### src/rtl/approx_rc_adder_pipe.sv
// Pipelined lower-part-OR approximate adder with run-time approximate LSB count
// and a saturating error monitor on delivered results.
module approx_rc_adder_pipe #(
  parameter int WIDTH  = 8,
  parameter int MAX_K  = 4,
  parameter int STAGES = 2,
  parameter int ERR_W  = 32,
  localparam int KW    = (MAX_K > 0) ? $clog2(MAX_K + 1) : 1
) (
  input  logic             clk,
  input  logic             rst_n,
  input  logic             in_valid,
  output logic             in_ready,
  input  logic [WIDTH-1:0] a,
  input  logic [WIDTH-1:0] b,
  input  logic             cin,
  input  logic [KW-1:0]    k,
  output logic             out_valid,
  input  logic             out_ready,
  output logic [WIDTH-1:0] s,
  output logic             cout,
  input  logic             err_clr,
  output logic [ERR_W-1:0] err_count,
  output logic [ERR_W-1:0] err_abs_sum
);

  localparam int L  = STAGES - 1;
  localparam int AW = (ERR_W > WIDTH + 1) ? ERR_W : WIDTH + 1;
  localparam logic [AW:0] ERR_MAX_EXT = {{(AW + 1 - ERR_W){1'b0}}, {ERR_W{1'b1}}};

  int               keff;
  logic             c;
  logic [WIDTH-1:0] apx_s;
  logic [WIDTH:0]   apx_in;
  logic [WIDTH:0]   ext_in;

  logic [WIDTH:0]   st_apx [STAGES];
  logic [WIDTH:0]   st_ext [STAGES];
  logic [STAGES-1:0] st_v;
  logic [STAGES-1:0] ld;

  logic             xfer;
  logic [WIDTH:0]   abs_err;
  logic [AW:0]      abs_sum_nx;

  // Bits below keff are OR-ed; the top bit of that region generates the carry
  // into the exact upper ripple. With keff == 0 the chain starts from cin.
  always_comb begin
    keff  = (int'(k) > MAX_K) ? MAX_K : int'(k);
    c     = cin;
    apx_s = '0;
    for (int i = 0; i < WIDTH; i++) begin
      if (i < keff) begin
        apx_s[i] = a[i] | b[i] | ((i == 0) & cin);
        c        = a[i] & b[i];
      end else begin
        apx_s[i] = a[i] ^ b[i] ^ c;
        c        = (a[i] & b[i]) | (c & (a[i] ^ b[i]));
      end
    end
    apx_in = {c, apx_s};
    ext_in = {1'b0, a} + {1'b0, b} + {{WIDTH{1'b0}}, cin};
  end

  // A stage may load whenever the output drains or any stage from it
  // downstream has a hole, so the chain is computed without self-reference.
  always_comb begin
    ld = '0;
    for (int i = 0; i < STAGES; i++) begin
      ld[i] = out_ready;
      for (int j = i; j < STAGES; j++) begin
        if (!st_v[j]) ld[i] = 1'b1;
      end
    end
  end

  assign in_ready = ld[0];

  always_ff @(posedge clk or negedge rst_n) begin
    if (!rst_n) begin
      st_v <= '0;
      for (int i = 0; i < STAGES; i++) begin
        st_apx[i] <= '0;
        st_ext[i] <= '0;
      end
    end else begin
      if (ld[0]) begin
        st_v[0] <= in_valid;
        if (in_valid) begin
          st_apx[0] <= apx_in;
          st_ext[0] <= ext_in;
        end
      end
      for (int i = 1; i < STAGES; i++) begin
        if (ld[i]) begin
          st_v[i] <= st_v[i-1];
          if (st_v[i-1]) begin
            st_apx[i] <= st_apx[i-1];
            st_ext[i] <= st_ext[i-1];
          end
        end
      end
    end
  end

  assign out_valid = st_v[L];
  assign s         = st_apx[L][WIDTH-1:0];
  assign cout      = st_apx[L][WIDTH];

  assign xfer    = st_v[L] & out_ready;
  assign abs_err = (st_ext[L] >= st_apx[L]) ? (st_ext[L] - st_apx[L])
                                            : (st_apx[L] - st_ext[L]);
  assign abs_sum_nx = {{(AW + 1 - ERR_W){1'b0}}, err_abs_sum}
                    + {{(AW - WIDTH){1'b0}}, abs_err};

  always_ff @(posedge clk or negedge rst_n) begin
    if (!rst_n) begin
      err_count   <= '0;
      err_abs_sum <= '0;
    end else if (err_clr) begin
      err_count   <= '0;
      err_abs_sum <= '0;
    end else if (xfer) begin
      if ((st_apx[L] != st_ext[L]) && (err_count != {ERR_W{1'b1}}))
        err_count <= err_count + 1'b1;
      if (abs_sum_nx > ERR_MAX_EXT)
        err_abs_sum <= {ERR_W{1'b1}};
      else
        err_abs_sum <= abs_sum_nx[ERR_W-1:0];
    end
  end

endmodule

### config.mk
export PLATFORM = sky130hd
export DESIGN_NAME = approx_rc_adder_pipe
export DESIGN_NICKNAME = d
export VERILOG_FILES = /design/src/rtl/approx_rc_adder_pipe.sv
export SDC_FILE = /design/constraint.sdc
export NUM_CORES = 1
export LEC_CHECK = 0
export CAP_MARGIN = 40
export CORE_ASPECT_RATIO = 1.2
export CORE_MARGIN = 2
export CORE_UTILIZATION = 30
export CTS_BUF_LIST = sky130_fd_sc_hd__clkbuf_4 sky130_fd_sc_hd__clkbuf_8 sky130_fd_sc_hd__clkbuf_16
export DETAILED_ROUTE_END_ITERATION = 10
export GPL_TIMING_DRIVEN = 1
export MAX_ROUTING_LAYER = met4
export PLACE_DENSITY = 0.45
export SLEW_MARGIN = 0
export SYNTH_ARGS = -nofsm -noshare
export SYNTH_HDL_FRONTEND = slang
export SYNTH_SLANG_ARGS = --single-unit
### constraint.sdc
create_clock -name clk -period 6.8 [get_ports clk]
set_clock_uncertainty 0.05 [all_clocks]
set_input_delay 1.36 -clock clk [delete_from_list [all_inputs] [get_ports clk]]
set_output_delay 1.36 -clock clk [all_outputs]
set_load 0.1 [all_outputs]
# Yosys cells after proc, flatten, opt, wreduce, memory -nomap -nowiden
# Index checks and enable logic that the tools add are counted.
# word_totals
reg_bits	102
input_bits	25
output_inout_bits	75
# classes
n_addsub	6
n_lt_le_gt_ge	11
n_eq_ne	2
mux	27
bitwise_logic	50
reduce_logical	6
# ops
op	n
32-bit two-way mux	6
32-bit by 9-bit adder with 33-bit output	1
33-bit by 32-bit greater-than comparator with 1-bit output, second input constant	1
32-bit by 1-bit adder with 32-bit output, second input constant	1
32-bit != test, second input constant	1
1-bit two-way mux	19
9-bit subtractor	2
1-bit bitwise AND	17
1-bit bitwise OR	17
1-bit XOR	16
3-bit less-than comparator, first input constant	4
8-bit by 8-bit adder with 9-bit output	1
9-bit by 1-bit adder with 9-bit output	1
9-bit greater-or-equal comparator	1
9-bit two-way mux	1
9-bit != test	1
1-bit by 3-bit less-than comparator with 1-bit output, first input constant	2
2-bit by 3-bit less-than comparator with 1-bit output, first input constant	2
2-bit AND reduction	3
2-bit nonzero test	2
3-bit greater-than comparator, second input constant	1
3-bit two-way mux	1
1-bit logical AND	1

# Depth between registers and ports, before layout
# logic_depth
word_depth	25
ltp_mapped	19
mapped_depth_nobuf	17

# Least setup slack after synthesis
# Ideal clock, no wire load.
# synth_timing
path_kind	input-to-reg
startpoint	in k[0]
endpoint	reg st_apx[16] (netlist name)
setup_ns	0.083
arrival_ns	5.579
required_ns	6.667
path_slack_ns	1.089
path_stages	17
n_path_buf	2
cell_sequence	nor3_1 mux2_2 fa_1 mux2_2 fa_1 nand2_1 o21ai_0 fa_1 mux2_2 fa_1 clkbuf_1 fa_1 clkbuf_1 fa_1 inv_1 fa_1 o21ai_0
# synth_via
elab_chain_cells	24
# synth_rtl
item	line_no	rtl
from (decl)	17	input logic [KW-1:0] k,
3-bit greater-than comparator	49	keff = (int'(k) > MAX_K) ? MAX_K : int'(k);
3-bit two-way mux *	49	
1-bit by 3-bit less-than comparator with 1-bit output	53	if (i < keff) begin
1-bit two-way mux	53	
1-bit bitwise AND	58	c = (a[i] & b[i]) | (c & (a[i] ^ b[i]));
1-bit bitwise OR	58	
1-bit two-way mux	53	
1-bit bitwise AND	58	
[... 8 more ...]	--	
1-bit bitwise AND	58	
1-bit bitwise OR	58	
1-bit two-way mux	53	
1-bit bitwise AND	58	
1-bit bitwise OR	58	
1-bit two-way mux	53	
1-bit XOR	57	apx_s[i] = a[i] ^ b[i] ^ c;
1-bit two-way mux *	53	
to (signal, indexed assignment)	98	st_apx[i] <= st_apx[i-1];
to (decl)	37	logic [WIDTH:0] st_apx [STAGES];
# Mark *: on every way between the ends. The rest lies on a longest branch, timed or not.
# A chain may end at the register's enable or synchronous reset.

# Final worst setup path
# layout_timing
startpoint	in k[2]
endpoint	reg st_apx[16] (netlist name)
# The elaborated chain is that of the path after synthesis.

==> flow_metrics.tcl <==
set metrics [dict create \
    vias 5797 \
    synth_most_common_cell "dfrtp_1" \
    drtIter0Drc 290 \
    grt_usage 0.152 \
    layout-drive-gt1-share 0.153 \
    seqCellArea_sq_um 2550 \
    finalSetupTns_ps 0 \
    r2r_slack_ps 1900 \
    layout.nets 970 \
    synthesis.area_sq_um 6730 \
    cts_buffers 9 \
    area_growth_pct 40.2 \
    placed_cells_incl_taps 1157 \
    rr_endpoint "err_abs_sum[31]" \
    drc 0 \
    synth-seq-cells 102 \
    worstPathMaxFanout 5 \
    die-area_sq_um 23700 \
    ys_types 66 \
    finalHoldViolCount 0 \
    tightest_slew_ps 841 \
    cts_setup_buffers 0 \
    p_leak_nw 4.04 \
    antenna_found_initial 0 \
    drv_cap 0 \
    fin_area_sq_um 9440 \
    postRouteAntennaNets 0 \
    grt_max_degree 54 \
    routed_via_density 4.94 \
    cts_sinks 102 \
    cts_hold_buf 0 \
    cp.arrival_ps 6210 \
    die_x_microns 141 \
    endpoint_kind "flip-flop" \
    grt_pass1_vias 5906 \
    root_buffer "clkbuf_16" \
    start_util 0.303 \
    async_reset_ff_frac 1.00 \
    rr_worst_depth 17 \
    hold_start "st_apx[9]" \
    cts_resized 0 \
    grt_overflow_total 0 \
    hold_path_end "st_apx[9]" \
    dr.pass1.iters 4 \
    hp-class "reg -> reg" \
    critical_path_class "in -> reg" \
    antennaDiodeCount 0 \
    fp.dieH_microns 168 \
    syn_area_per_cell_sq_um 9.22 \
    synth.top_cells.by_count "dfrtp_1, nor2_1, inv_1" \
    pwr_density_cell_nw_per_um2 357 \
    drv_slew 0 \
    clk_latency_ps 350 \
    io_buffers 99 \
    syn_nets 811 \
    vdd_drop_max_v 0.000198 \
    clk_pin_slew_worst_paths_ps 70 \
    slew_headroom 0.434 \
    cts_tree "built" \
    rows 60 \
    period_share 0.881 \
    routedWlPerCell_microns 14.5 \
    yosys_warnings 0 \
    grt_pass1_wl_microns 28700 \
    worst_slack_ps 811 \
    yosys.area.top_type_share 0.379 \
    rsz0062_at_grt "false" \
    place_hpwl_microns 12900 \
    wl_microns 17000 \
    hold_depth 1 \
    cts_buffer_depth 2 \
    htree_levels 3 \
    r2r-start "s[2]" \
    core_region_area_sq_um 22200 \
    io_pins 100 \
    multi_input_area_sq_um 3770 \
    min_period_ps 5990 \
    synth_ff_type "dfrtp_1" \
    yosysTopAreaCell "dfrtp_1" \
    synth_area_leaders "dfrtp_1, ha_1, mux2_2" \
    setup_viol 0 \
    synth_edf_count 0 \
    syn_inst 730 \
    gp_congestion 0.861 \
    timing.fmax_mhz 167 \
    placed_cell_area_sq_um 9100 \
    fill_cells 2140 \
    start_kind "input pin" \
    yosysSeqAreaShare 0.379 \
    pre_cts_ws_ps 414 \
    critPathRequiredTime_ps 7020 \
    status "finished, final reports clean" \
    finalNonFillerCells 1173 \
]
through the flow:
stage	utilization	total power, mW	hold WS (ps)
2_1_floorplan	-	2.24	395
5_1_grt	0.425	3.62	449
4_1_cts	0.425	3.40	437
6_report	0.425	3.37	431
3_5_place_dp	0.409	2.79	420
3_3_place_gp	0.357	2.60	411
final cells by class:
cell class,count,share of cell area
Multi-Input combinational cell,533,0.400
Timing Repair Buffer,180,0.232
Clock buffer,9,0.0239
Sequential cell,102,0.270
Inverter,63,0.0251
Tap cell,279,0.0370
Clock inverter,7,0.0122
layout by cell type (no fill, tap or decap), types with 12 or more instances in the layout:
cell type / netlist / final
nor3_1: 44 / 44
nand3_1: 20 / 20
clkdlybuf4s50_1: 0 / 97
o21ai_0: 33 / 33
dfrtp_1: 102 / 102
buf_8: 0 / 74
nor2_1: 68 / 68
a21oi_1: 36 / 36
inv_1: 63 / 63
xnor2_1: 25 / 25
nand2_1: 54 / 54
mux2_2: 27 / 27
ha_1: 44 / 44
fa_1: 12 / 12
worst max-delay path, cell delays in order:
cell and delay, ps:
clkdlybuf4s50_1 510, nor3_1 360, mux2_2 390, fa_1 350, mux2_2 280, fa_1 370
nand2_1 60, o21ai_0 90, fa_1 370, mux2_2 280, fa_1 390, fa_1 400
fa_1 370, inv_1 80, fa_1 390, o21ai_0 150
flip-flops by register name, summed over array words and instances, names as in the netlist:
register and cells:
st_apx 9, st_v 2, s 8, err_abs_sum 32, st_ext 18, err_count 32
cout 1
report_power, final:
group	switching, mW	total, mW	leakage, nW	internal, mW
combinational	1.19	1.99	2.54	0.807
sequential	0.0852	0.776	1.34	0.691
clock	0.263	0.595	0.163	0.333
total	1.53	3.37	4.04	1.83
how the worst max path moves through the flow:
stage / from / end / slack, ps / cells after the start
3_5_place_dp: k[2] / st_apx[16] / 410 / 16
3_3_place_gp: k[2] / st_apx[16] / 430 / 16
2_1_floorplan: k[0] / st_apx[16] / 1090 / 17
4_1_cts: k[2] / st_apx[16] / 790 / 16
6_report: k[2] / st_apx[16] / 810 / 16
5_1_grt: k[2] / st_apx[16] / 530 / 16
per-layer routing:
metal / share of wire / track usage
met5: 0 / -
met4: 0.020 / 0.0561
met3: 0.022 / 0.0162
met2: 0.51 / 0.262
met1: 0.45 / 0.184
kinds of logic (layout without fill, tap and decap cells):
family | count (synthesis) | count (layout) | share of synthesized area
and+or+nand+nor | 274 | 274 | 0.209
xor gates and xnor gates | 33 | 33 | 0.0429
DFF | 102 | 102 | 0.379
muxes | 39 | 39 | 0.0645
buffers and inverters | 95 | 259 | 0.0602
adders and majority gates | 56 | 56 | 0.117
AOI/OAI and AO/OA | 131 | 131 | 0.127
Power figures use the tool's default switching activity.
